==> src/rtl/audio_pkg.sv <==
`default_nettype none
// ============================================================================
//  Module      : audio_pkg
//  Description : Note codes, note-memory entry layout and sequencer states
//                shared by the note sequencer and the tone generator.
//  Revision    : 1.0 - initial release
// ============================================================================
package audio_pkg;

    localparam logic [3:0] NOTE_REST = 4'd0;
    localparam logic [3:0] NOTE_C4   = 4'd1;
    localparam logic [3:0] NOTE_D4   = 4'd2;
    localparam logic [3:0] NOTE_E4   = 4'd3;
    localparam logic [3:0] NOTE_F4   = 4'd4;
    localparam logic [3:0] NOTE_G4   = 4'd5;
    localparam logic [3:0] NOTE_A4   = 4'd6;
    localparam logic [3:0] NOTE_B4   = 4'd7;
    localparam logic [3:0] NOTE_C5   = 4'd8;

    // Entry layout: [7:4] note code, [3:0] length - 1 in beat ticks.
    localparam int ENTRY_W        = 8;
    localparam int ENTRY_CODE_MSB = 7;
    localparam int ENTRY_CODE_LSB = 4;
    localparam int ENTRY_LEN_MSB  = 3;
    localparam int ENTRY_LEN_LSB  = 0;

    typedef enum logic [1:0] {
        ST_IDLE = 2'd0,
        ST_LOAD = 2'd1,
        ST_PLAY = 2'd2
    } seq_state_t;

    // Codes above C5 are reserved and are sounded as silence.
    function automatic logic [3:0] note_decode(input logic [3:0] code);
        return (code > NOTE_C5) ? NOTE_REST : code;
    endfunction

endpackage : audio_pkg
`default_nettype wire

==> src/rtl/note_ram.sv <==
`default_nettype none
// ============================================================================
//  Module      : note_ram
//  Description : DEPTH x 8 note memory, one write port and one synchronous
//                read-first read port. Contents are not reset.
//  Revision    : 1.0 - initial release
// ============================================================================
module note_ram
    import audio_pkg::*;
#(
    parameter int DEPTH  = 32,
    parameter int ADDR_W = 5
) (
    input  logic                clk,
    input  logic                i_wr_en,
    input  logic [ADDR_W-1:0]   i_wr_addr,
    input  logic [ENTRY_W-1:0]  i_wr_data,
    input  logic [ADDR_W-1:0]   i_rd_addr,
    output logic [ENTRY_W-1:0]  o_rd_data
);

    logic [ENTRY_W-1:0] r_mem [DEPTH];
    logic [ENTRY_W-1:0] r_rd_data;

    // Both updates are non-blocking, so a same-address write returns old data.
    always_ff @(posedge clk) begin
        if (i_wr_en) begin
            r_mem[i_wr_addr] <= i_wr_data;
        end
        r_rd_data <= r_mem[i_rd_addr];
    end

    assign o_rd_data = r_rd_data;

endmodule : note_ram
`default_nettype wire

==> src/rtl/note_sequencer.sv <==
`default_nettype none
// ============================================================================
//  Module      : note_sequencer
//  Description : Plays note-memory entries in order for (len+1) beat ticks
//                each, with start/stop, looping and a completion pulse.
//  Revision    : 1.0 - initial release
// ============================================================================
module note_sequencer
    import audio_pkg::*;
#(
    parameter int TICK_DIV = 6_000_000,
    parameter int DEPTH    = 32,
    parameter int ADDR_W   = 5
) (
    input  logic                clk,
    input  logic                rst,
    input  logic                wr_en,
    input  logic [ADDR_W-1:0]   wr_addr,
    input  logic [7:0]          wr_data,
    input  logic                start,
    input  logic                stop,
    input  logic                loop_en,
    input  logic [ADDR_W-1:0]   last_addr,
    output logic [3:0]          note_code,
    output logic                note_valid,
    output logic                busy,
    output logic [ADDR_W-1:0]   play_addr,
    output logic                done
);

    localparam int               c_cnt_w     = (TICK_DIV > 1) ? $clog2(TICK_DIV) : 1;
    localparam logic [c_cnt_w-1:0] c_tick_last = c_cnt_w'(TICK_DIV - 1);

    seq_state_t          r_state, w_state_nxt;
    logic [ADDR_W-1:0]   r_play_addr, w_addr_nxt;
    logic [c_cnt_w-1:0]  r_tick_cnt, w_tick_cnt_nxt;
    logic [3:0]          r_len, w_len_nxt;
    logic [3:0]          r_note_code, w_code_nxt;
    logic                r_note_valid, w_valid_nxt;
    logic                r_done, w_done_nxt;
    logic                r_busy;
    logic                w_tick;
    logic [ENTRY_W-1:0]  w_rd_data;

    // The read address is the next play address, so the entry for a LOAD
    // cycle is already on the read port while the FSM sits in LOAD.
    note_ram #(
        .DEPTH  (DEPTH),
        .ADDR_W (ADDR_W)
    ) u_note_ram (
        .clk       (clk),
        .i_wr_en   (wr_en),
        .i_wr_addr (wr_addr),
        .i_wr_data (wr_data),
        .i_rd_addr (w_addr_nxt),
        .o_rd_data (w_rd_data)
    );

    assign w_tick = (r_tick_cnt == c_tick_last);

    always_comb begin
        w_state_nxt    = r_state;
        w_addr_nxt     = r_play_addr;
        w_tick_cnt_nxt = '0;
        w_len_nxt      = r_len;
        w_code_nxt     = r_note_code;
        w_valid_nxt    = r_note_valid;
        w_done_nxt     = 1'b0;

        case (r_state)
            ST_IDLE: begin
                if (start && !stop) begin
                    w_state_nxt = ST_LOAD;
                    w_addr_nxt  = '0;
                end
            end

            ST_LOAD: begin
                w_state_nxt = ST_PLAY;
                w_code_nxt  = note_decode(w_rd_data[ENTRY_CODE_MSB:ENTRY_CODE_LSB]);
                w_len_nxt   = w_rd_data[ENTRY_LEN_MSB:ENTRY_LEN_LSB];
                w_valid_nxt = 1'b1;
            end

            ST_PLAY: begin
                w_tick_cnt_nxt = w_tick ? '0 : r_tick_cnt + 1'b1;
                if (w_tick) begin
                    if (r_len != 4'd0) begin
                        w_len_nxt = r_len - 1'b1;
                    end else if (r_play_addr != last_addr) begin
                        w_addr_nxt  = r_play_addr + 1'b1;
                        w_state_nxt = ST_LOAD;
                    end else if (loop_en) begin
                        w_addr_nxt  = '0;
                        w_state_nxt = ST_LOAD;
                    end else begin
                        w_state_nxt = ST_IDLE;
                        w_done_nxt  = 1'b1;
                        w_code_nxt  = NOTE_REST;
                        w_valid_nxt = 1'b0;
                    end
                end
            end

            default: begin
                w_state_nxt = ST_IDLE;
                w_code_nxt  = NOTE_REST;
                w_valid_nxt = 1'b0;
            end
        endcase

        // An abort overrides everything, including an end-of-melody done.
        if (stop && (r_state != ST_IDLE)) begin
            w_state_nxt    = ST_IDLE;
            w_addr_nxt     = r_play_addr;
            w_tick_cnt_nxt = '0;
            w_code_nxt     = NOTE_REST;
            w_valid_nxt    = 1'b0;
            w_done_nxt     = 1'b0;
        end
    end

    always_ff @(posedge clk) begin
        if (rst) begin
            r_state      <= ST_IDLE;
            r_play_addr  <= '0;
            r_tick_cnt   <= '0;
            r_len        <= 4'd0;
            r_note_code  <= NOTE_REST;
            r_note_valid <= 1'b0;
            r_done       <= 1'b0;
            r_busy       <= 1'b0;
        end else begin
            r_state      <= w_state_nxt;
            r_play_addr  <= w_addr_nxt;
            r_tick_cnt   <= w_tick_cnt_nxt;
            r_len        <= w_len_nxt;
            r_note_code  <= w_code_nxt;
            r_note_valid <= w_valid_nxt;
            r_done       <= w_done_nxt;
            r_busy       <= (w_state_nxt != ST_IDLE);
        end
    end

    assign note_code  = r_note_code;
    assign note_valid = r_note_valid;
    assign busy       = r_busy;
    assign play_addr  = r_play_addr;
    assign done       = r_done;

endmodule : note_sequencer
`default_nettype wire

==> config.mk <==
export PLATFORM = sky130hd
export DESIGN_NAME = note_sequencer
export DESIGN_NICKNAME = d
export VERILOG_FILES = /design/src/rtl/audio_pkg.sv /design/src/rtl/note_ram.sv /design/src/rtl/note_sequencer.sv
export SDC_FILE = /design/constraint.sdc
export NUM_CORES = 1
export LEC_CHECK = 0
export BUFFER_PORTS_ARGS = -buffer_cell sky130_fd_sc_hd__clkbuf_2
export CORE_AREA = 3 3 182 131
export CTS_CLUSTER_DIAMETER = 120
export DETAILED_ROUTE_END_ITERATION = 6
export DIE_AREA = 0 0 185 134
export GPL_TIMING_DRIVEN = 0
export MAX_ROUTING_LAYER = met4
export PLACE_DENSITY = 0.74
export SYNTH_ARGS = -nofsm -noshare
export SYNTH_HDL_FRONTEND = slang
export SYNTH_SLANG_ARGS = --single-unit
==> constraint.sdc <==
create_clock -name clk -period 3.05 [get_ports clk]
set_input_delay 0 -clock clk [delete_from_list [all_inputs] [get_ports clk]]
set_output_delay 0 -clock clk [all_outputs]
set_load 0.01 [all_outputs]
# After elaboration in Yosys (flattened, before gate mapping)
# Memory sizes are Yosys's and may differ from the RTL's. A register that Yosys moved wholly into a read port is not among the register bits.
# Index checks and enable logic that the tools add are counted.
totals:
  ff_bits: 41
  latchBits: 0
  ram_bits: 256
  mem_bits_ro: 0
  out_inout_bits: 12
  wordCells: 69
  mem_count: 1
classes:
  n_addsub: 3
  mul: 0
  div_mod_pow: 0
  magnitude_cmp: 1
  eq_ne: 9
  shifts: 0
  mux: 31
  bitwise: 3
  reduce_logical: 13
mem_list:
  columns: ["memory", "depth", "word_bits", "rd", "rd_clocked_by_memory_dff", "wr", "line", "source"]
  rows:
  - ["u_note_ram.r_mem", 32, 8, 1, 1, 1, "note_ram.sv:22", "logic [ENTRY_W-1:0] r_mem [DEPTH];"]
op_table:
  columns: ["operator", "count"]
  rows:
  - ["5-bit two-way mux", 6]
  - ["4-bit two-way mux", 7]
  - ["23-bit by 1-bit adder with 23-bit output (second input constant)", 1]
  - ["23-bit == test (second input constant)", 1]
  - ["4-bit case mux with 3 select lines", 1]
  - ["2-bit inequality test (second input constant)", 5]
  - ["5-bit case mux with 2 select lines", 1]
  - ["1-bit two-way mux", 9]
  - ["2-bit two-way mux", 4]
  - ["4-bit case mux with 2 select lines", 1]
  - ["2-bit case mux with 3 select lines", 1]
  - ["2-bit nonzero test", 3]
  - ["6-bit OR reduction", 1]
  - ["5-bit by 1-bit adder with 5-bit output (second input constant)", 1]
  - ["5-bit inequality test", 1]
  - ["5-bit AND reduction", 1]
  - ["4-bit > comparator (second input constant)", 1]
  - ["4-bit nonzero test", 1]
  - ["4-bit OR reduction", 1]
  - ["4-bit by 1-bit subtractor with 4-bit output (second input constant)", 1]
  - ["1-bit NOT", 3]
  - ["1-bit case mux with 3 select lines", 1]
  - ["3-bit AND reduction", 1]
  - ["2-bit by 1-bit == test with 1-bit output (second input constant)", 1]
  - ["other kinds (5)", 6]

# Logic depth before layout (Yosys ltp)
depth:
  depth_word: 7
  depth_mapped: 14
  ltp_nobuf: 11

# Modules after synthesis
# From an unflattened synthesis, not the netlist that was laid out.
unflattened:
  cells_unflattened: 682
  area_unflattened_um2: 12219.2
by_module_without_submodules:
  columns: ["mod", "instances", "cells_each", "area_per_inst_um2", "seq_area_each_um2"]
  rows:
  - ["note_ram", 1, 417, 10053.4, 7847.5]
  - ["note_sequencer", 1, 265, 2165.8, 820.8]

# Worst setup path before layout
# OpenSTA, ideal clock, no wires.
synth_timing:
  path_kind: "register to register"
  start: "reg r_len[0]"
  end: "reg u_note_ram.r_rd_data[6] (netlist: u_note_ram.o_rd_data[6]) (read register of u_note_ram.r_mem)"
  arrival_time_ns: 2.795
  t_required_ns: 2.929
  path_slack_ns: 0.134
  path_stages_with_launch: 13
  synth_period_minus_slack_ns: 2.916
  path_cell_list: "dfxtp_1 -> inv_1 -> ha_1 -> or3b_1 -> a2111oi_2 -> o21ai_1 -> a211o_1 -> and2_4 -> buf_6 -> mux4_2 -> a211o_1 -> a31oi_1 -> nor4_1"
synth_between:
  elab_chain_cells: 5
synth_rtl:
  columns: ["element", "line", "source"]
  rows:
  - ["from (decl)", "note_sequencer.sv:37", "logic [3:0] r_len, w_len_nxt;"]
  - ["from (signal assigned)", "note_sequencer.sv:137", "r_len <= w_len_nxt;"]
  - ["4-bit nonzero test", "note_sequencer.sv:88", "if (r_len != 4'd0) begin"]
  - ["5-bit two-way mux", "note_sequencer.sv:88", null]
  - ["5-bit two-way mux", "note_sequencer.sv:87", "if (w_tick) begin"]
  - ["5-bit case mux with 2 select lines", "note_sequencer.sv:70", "case (r_state)"]
  - ["5-bit two-way mux", "note_sequencer.sv:113", "if (stop && (r_state != ST_IDLE)) begin"]
  - ["to (decl)", "note_ram.sv:23", "logic [ENTRY_W-1:0] r_rd_data;"]
# No other way between the ends.
# A chain may end at the register's enable or synchronous reset.

# Final worst setup path
layout_timing:
  start: "reg r_tick_cnt[13]"
  end: "reg u_note_ram.r_rd_data[4] (netlist: u_note_ram.o_rd_data[4]) (read register of u_note_ram.r_mem)"
layout_between:
  elab_chain_cells: 4
layout_rtl:
  columns: ["element", "line", "source"]
  rows:
  - ["from (decl)", "note_sequencer.sv:36", "logic [c_cnt_w-1:0] r_tick_cnt, w_tick_cnt_nxt;"]
  - ["from (signal assigned)", "note_sequencer.sv:136", "r_tick_cnt <= w_tick_cnt_nxt;"]
  - ["23-bit == test", "note_sequencer.sv:59", "assign w_tick = (r_tick_cnt == c_tick_last);"]
  - ["5-bit two-way mux", "note_sequencer.sv:87", null]
  - ["5-bit case mux with 2 select lines", "note_sequencer.sv:70", null]
  - ["5-bit two-way mux", "note_sequencer.sv:113", null]
# No other way between the ends.

==> results.json <==
{
  "slew_headroom_pct": 38.8,
  "start_kind": "flip-flop",
  "tightestPinTransition_ns": 0.914,
  "chipHeight_um": 134,
  "max_stage_delay_ns": 0.53,
  "dp_cells": 1189,
  "tritoncts": "built",
  "layout_commonest_cell": "edfxtp_1",
  "tritoncts_num_sinks": 305,
  "crit_arrival_ns": 3.79,
  "grt_max_degree": 33,
  "ys_dominant_reg_cell": "edfxtp_1",
  "rr_endpoint": "u_note_ram.o_rd_data[4]$_DFF_P_",
  "stdcell_count": 1269,
  "drv_cap": 0,
  "hp-start": "start",
  "cts-buffers-inserted": 28,
  "die_area_sq_um": 24800,
  "syn_area_sq_um": 12400,
  "p_sw_uw": 1610,
  "min_delay_path_depth": 4,
  "clkTransAtPathRegs_ns": 0.07,
  "post_dp_cell_area_sq_um": 12900,
  "synth_seq_cells": 305,
  "avgSynthCellArea_sq_um": 14.3,
  "crit_required_ns": 3.49,
  "area_growth_syn_to_layout_pct": 19.7,
  "io_buffers": 35,
  "synth_area_leaders": "edfxtp_1 (62%), dfxtp_1 (7.9%), mux2i_1 (5.3%)",
  "min_period_ns": 3.35,
  "top_level_ports": 36,
  "worstPathCellList": "or4_4 -> nor2_4 -> buf_4 -> a41oi_4 -> o31a_1 -> nor2_4 -> clkbuf_4 -> nand4_1 -> buf_4 -> o22ai_2 -> a21oi_1 -> o211ai_1",
  "violations": "negative setup slack",
  "final_util_pct": 66.2,
  "final_cell_mix": "edfxtp_1 (256), nand2_1 (80), nor2_1 (78)",
  "synth_nets": 894,
  "end_kind": "flip-flop",
  "crit_type": "reg2reg",
  "overflow": 0,
  "antenna_found_initial": 0,
  "avgViaCountPerCell": 6.34,
  "hold_viol": 0,
  "antenna_cells": 0,
  "vdd.ir_drop.worst_v": 0.000452,
  "dr.pass1.iters": 6,
  "fmax_mhz": 299,
  "rows": 46,
  "drc": 0,
  "wl_um": 30600,
  "p_seq_share_pct": 56.4,
  "drt_iter0_markers": 1126,
  "synth_edf_count": 256,
  "synth.top_cell.area_share_pct": 62.2,
  "ant_nets": 0,
  "clock_path_buffers": 3,
  "clock_latency_ns": 0.54,
  "drive_above_1_share_pct": 24.0,
  "first_global_vias": 7695,
  "crit_slowest_cell": "or4_4",
  "grt_pass1_wl_um": 45500,
  "status": "complete, but fails checks",
  "grt_use_total_pct": 25.2,
  "setup_viol": 8,
  "post-dp-hpwl_um": 19500,
  "cts_root_buf": "clkbuf_16",
  "htree_levels": 1,
  "switching_share_pct": 19.9,
  "hold_path_class": "in2reg",
  "r2r-start": "r_tick_cnt[13]$_SDFF_PP0_",
  "pwr-share-clk_pct": 41.1,
  "power_frac_comb_pct": 2.5,
  "setup_ws_ns": -0.300,
  "async_reset_ff_share_pct": 0,
  "yosys_warnings": 0,
  "via_count": 8047,
  "syn-instance-count": 866,
  "die_w_um": 185,
  "gp_congestion": 0.941,
  "crit_fanout": 10,
  "yosysUniqueCellTypes": 60,
  "rsz0062_at_grt": "true",
  "r2r_cells": 12,
  "core-area_sq_um": 22300,
  "initial_core_util_pct": 55.3,
  "post-route-period-util_pct": 110,
  "leakagePower_uw": 0.00490,
  "yosysTopAreaCell": "edfxtp_1",
  "final_cell_area_sq_um": 14800,
  "seq_area_frac_synth_pct": 70.1,
  "regToRegSetupSlack_ns": -0.30,
  "worst_clock_skew_ns": 0.0209,
  "fin_tns_setup_ns": -1.70,
  "power.internal_uw": 6500,
  "fillers": 1527,
  "post_drt_wl_per_cell_um": 24.1,
  "whs_endpoint": "busy$_SDFF_PP0_",
  "nNetsFinal": 991,
  "power_density_nw_per_um2": 548,
  "slew_violations": 0
}
[per-stage QoR]
stage / worst slack (ns) / hold WS [ns] / total power [uW]
after floorplan: 0.134 / 0.0828 / 4730
after global placement: -0.841 / 0.227 / 4840
after detailed placement: -0.867 / 0.223 / 4840
after CTS: -0.198 / 0.0382 / 8110
after global routing: -0.357 / 0.0534 / 8310
final: -0.300 / 0.0441 / 8110
[power groups by stage]
stage	Sequential, uW	Combinational, uW	Clock, uW
after floorplan	4660	74.6	0
after global placement	4660	177	0
after detailed placement	4660	181	0
after CTS	4580	196	3340
after global routing	4580	219	3510
final	4580	203	3330
[worst max-delay path: cells and delay by family, from the launching register on]
kind / cells / cell delay (ns)
compound gates: 5 / 1.13
buf+inv: 3 / 0.68
flops: 1 / 0.35
simple gates: 4 / 1.09
[logic make-up (layout without fill, tap and decap cells)]
kind of cell               Yosys count  count (layout)  share of synthesized area [%]
and+or+nand+nor                    268             268                           10.1
muxes                               82              82                           8.36
AOI/OAI and AO/OA                  138             138                           7.52
buffers and inverters               46             161                           1.84
DFF                                305             305                           70.1
xor gates and xnor gates            23              23                           1.63
adders and majority gates            4               4                          0.405
[repair_timing]
item	CTS	global route
setup buffers	24	4
resized for setup	109	42
hold buffers	5	0
gates cloned	1	0
endpoints found under the hold margin	12	0
pin swaps	24	15
endpoints found under the setup margin	8	8
[how the worst max path moves through the flow]
| stage | end | slack [ns] | startpoint |
|---|---|---|---|
| after floorplan | u_note_ram.o_rd_data[6]$_DFF_P_ | 0.13 | r_len[0]$_SDFFE_PP0P_ |
| after global placement | u_note_ram.o_rd_data[4]$_DFF_P_ | -0.84 | r_tick_cnt[0]$_SDFF_PP0_ |
| after detailed placement | u_note_ram.o_rd_data[4]$_DFF_P_ | -0.87 | r_len[0]$_SDFFE_PP0P_ |
| after CTS | u_note_ram.o_rd_data[7]$_DFF_P_ | -0.20 | r_tick_cnt[14]$_SDFF_PP0_ |
| after global routing | u_note_ram.o_rd_data[4]$_DFF_P_ | -0.36 | r_tick_cnt[13]$_SDFF_PP0_ |
| final | u_note_ram.o_rd_data[4]$_DFF_P_ | -0.30 | r_tick_cnt[13]$_SDFF_PP0_ |
[Yosys cell counts (3+ instances only)]
library cell / instances
xnor2_1: 11
a221oi_1: 3
o211ai_1: 7
nor3_1: 8
a311oi_1: 6
inv_1: 12
buf_2: 11
o22ai_1: 13
a211oi_1: 21
dfxtp_1: 49
buf_4: 7
a22o_1: 6
nand2b_1: 3
edfxtp_1: 256
nand3b_1: 7
nor3b_1: 3
nand3_1: 35
or3_1: 5
o21ai_0: 9
xor2_1: 12
mux4_2: 17
nand4_1: 11
or2_2: 5
ha_1: 4
and3_1: 9
clkbuf_1: 13
nor4_1: 4
a21oi_1: 46
mux2i_1: 65
nand2_1: 81
and2_1: 3
nor2_1: 82
a22oi_1: 5
[final cells by class]
| type | count | area [sq um] | area share [%] |
|---|---|---|---|
| plain buffers | 32 | 288 | 1.95 |
| clock buffers | 32 | 737 | 4.98 |
| clock inverters | 16 | 120 | 0.812 |
| inverters | 12 | 45.0 | 0.305 |
| multi-input cells | 515 | 4030 | 27.2 |
| flip-flops and latches | 305 | 8680 | 58.7 |
| well taps | 288 | 360 | 2.44 |
| repair buffers | 69 | 533 | 3.60 |
[routing by layer]
metal	vias up	global-route usage, %	share of wire [%]
li1	3524	-	-
met1	3989	36.8	43
met2	456	34.8	44
met3	78	7.62	11
met4	0	6.46	2.3
met5	-	-	0
[flip-flops by register name (all words and copies together) (netlist names)]
register	flops
u_note_ram.r_mem	256
r_tick_cnt	23
u_note_ram.o_rd_data	8
play_addr	5
note_code	4
r_len	4
r_state	2
busy	1
done	1
note_valid	1
No activity file was read; power rests on OpenSTA's default activity.
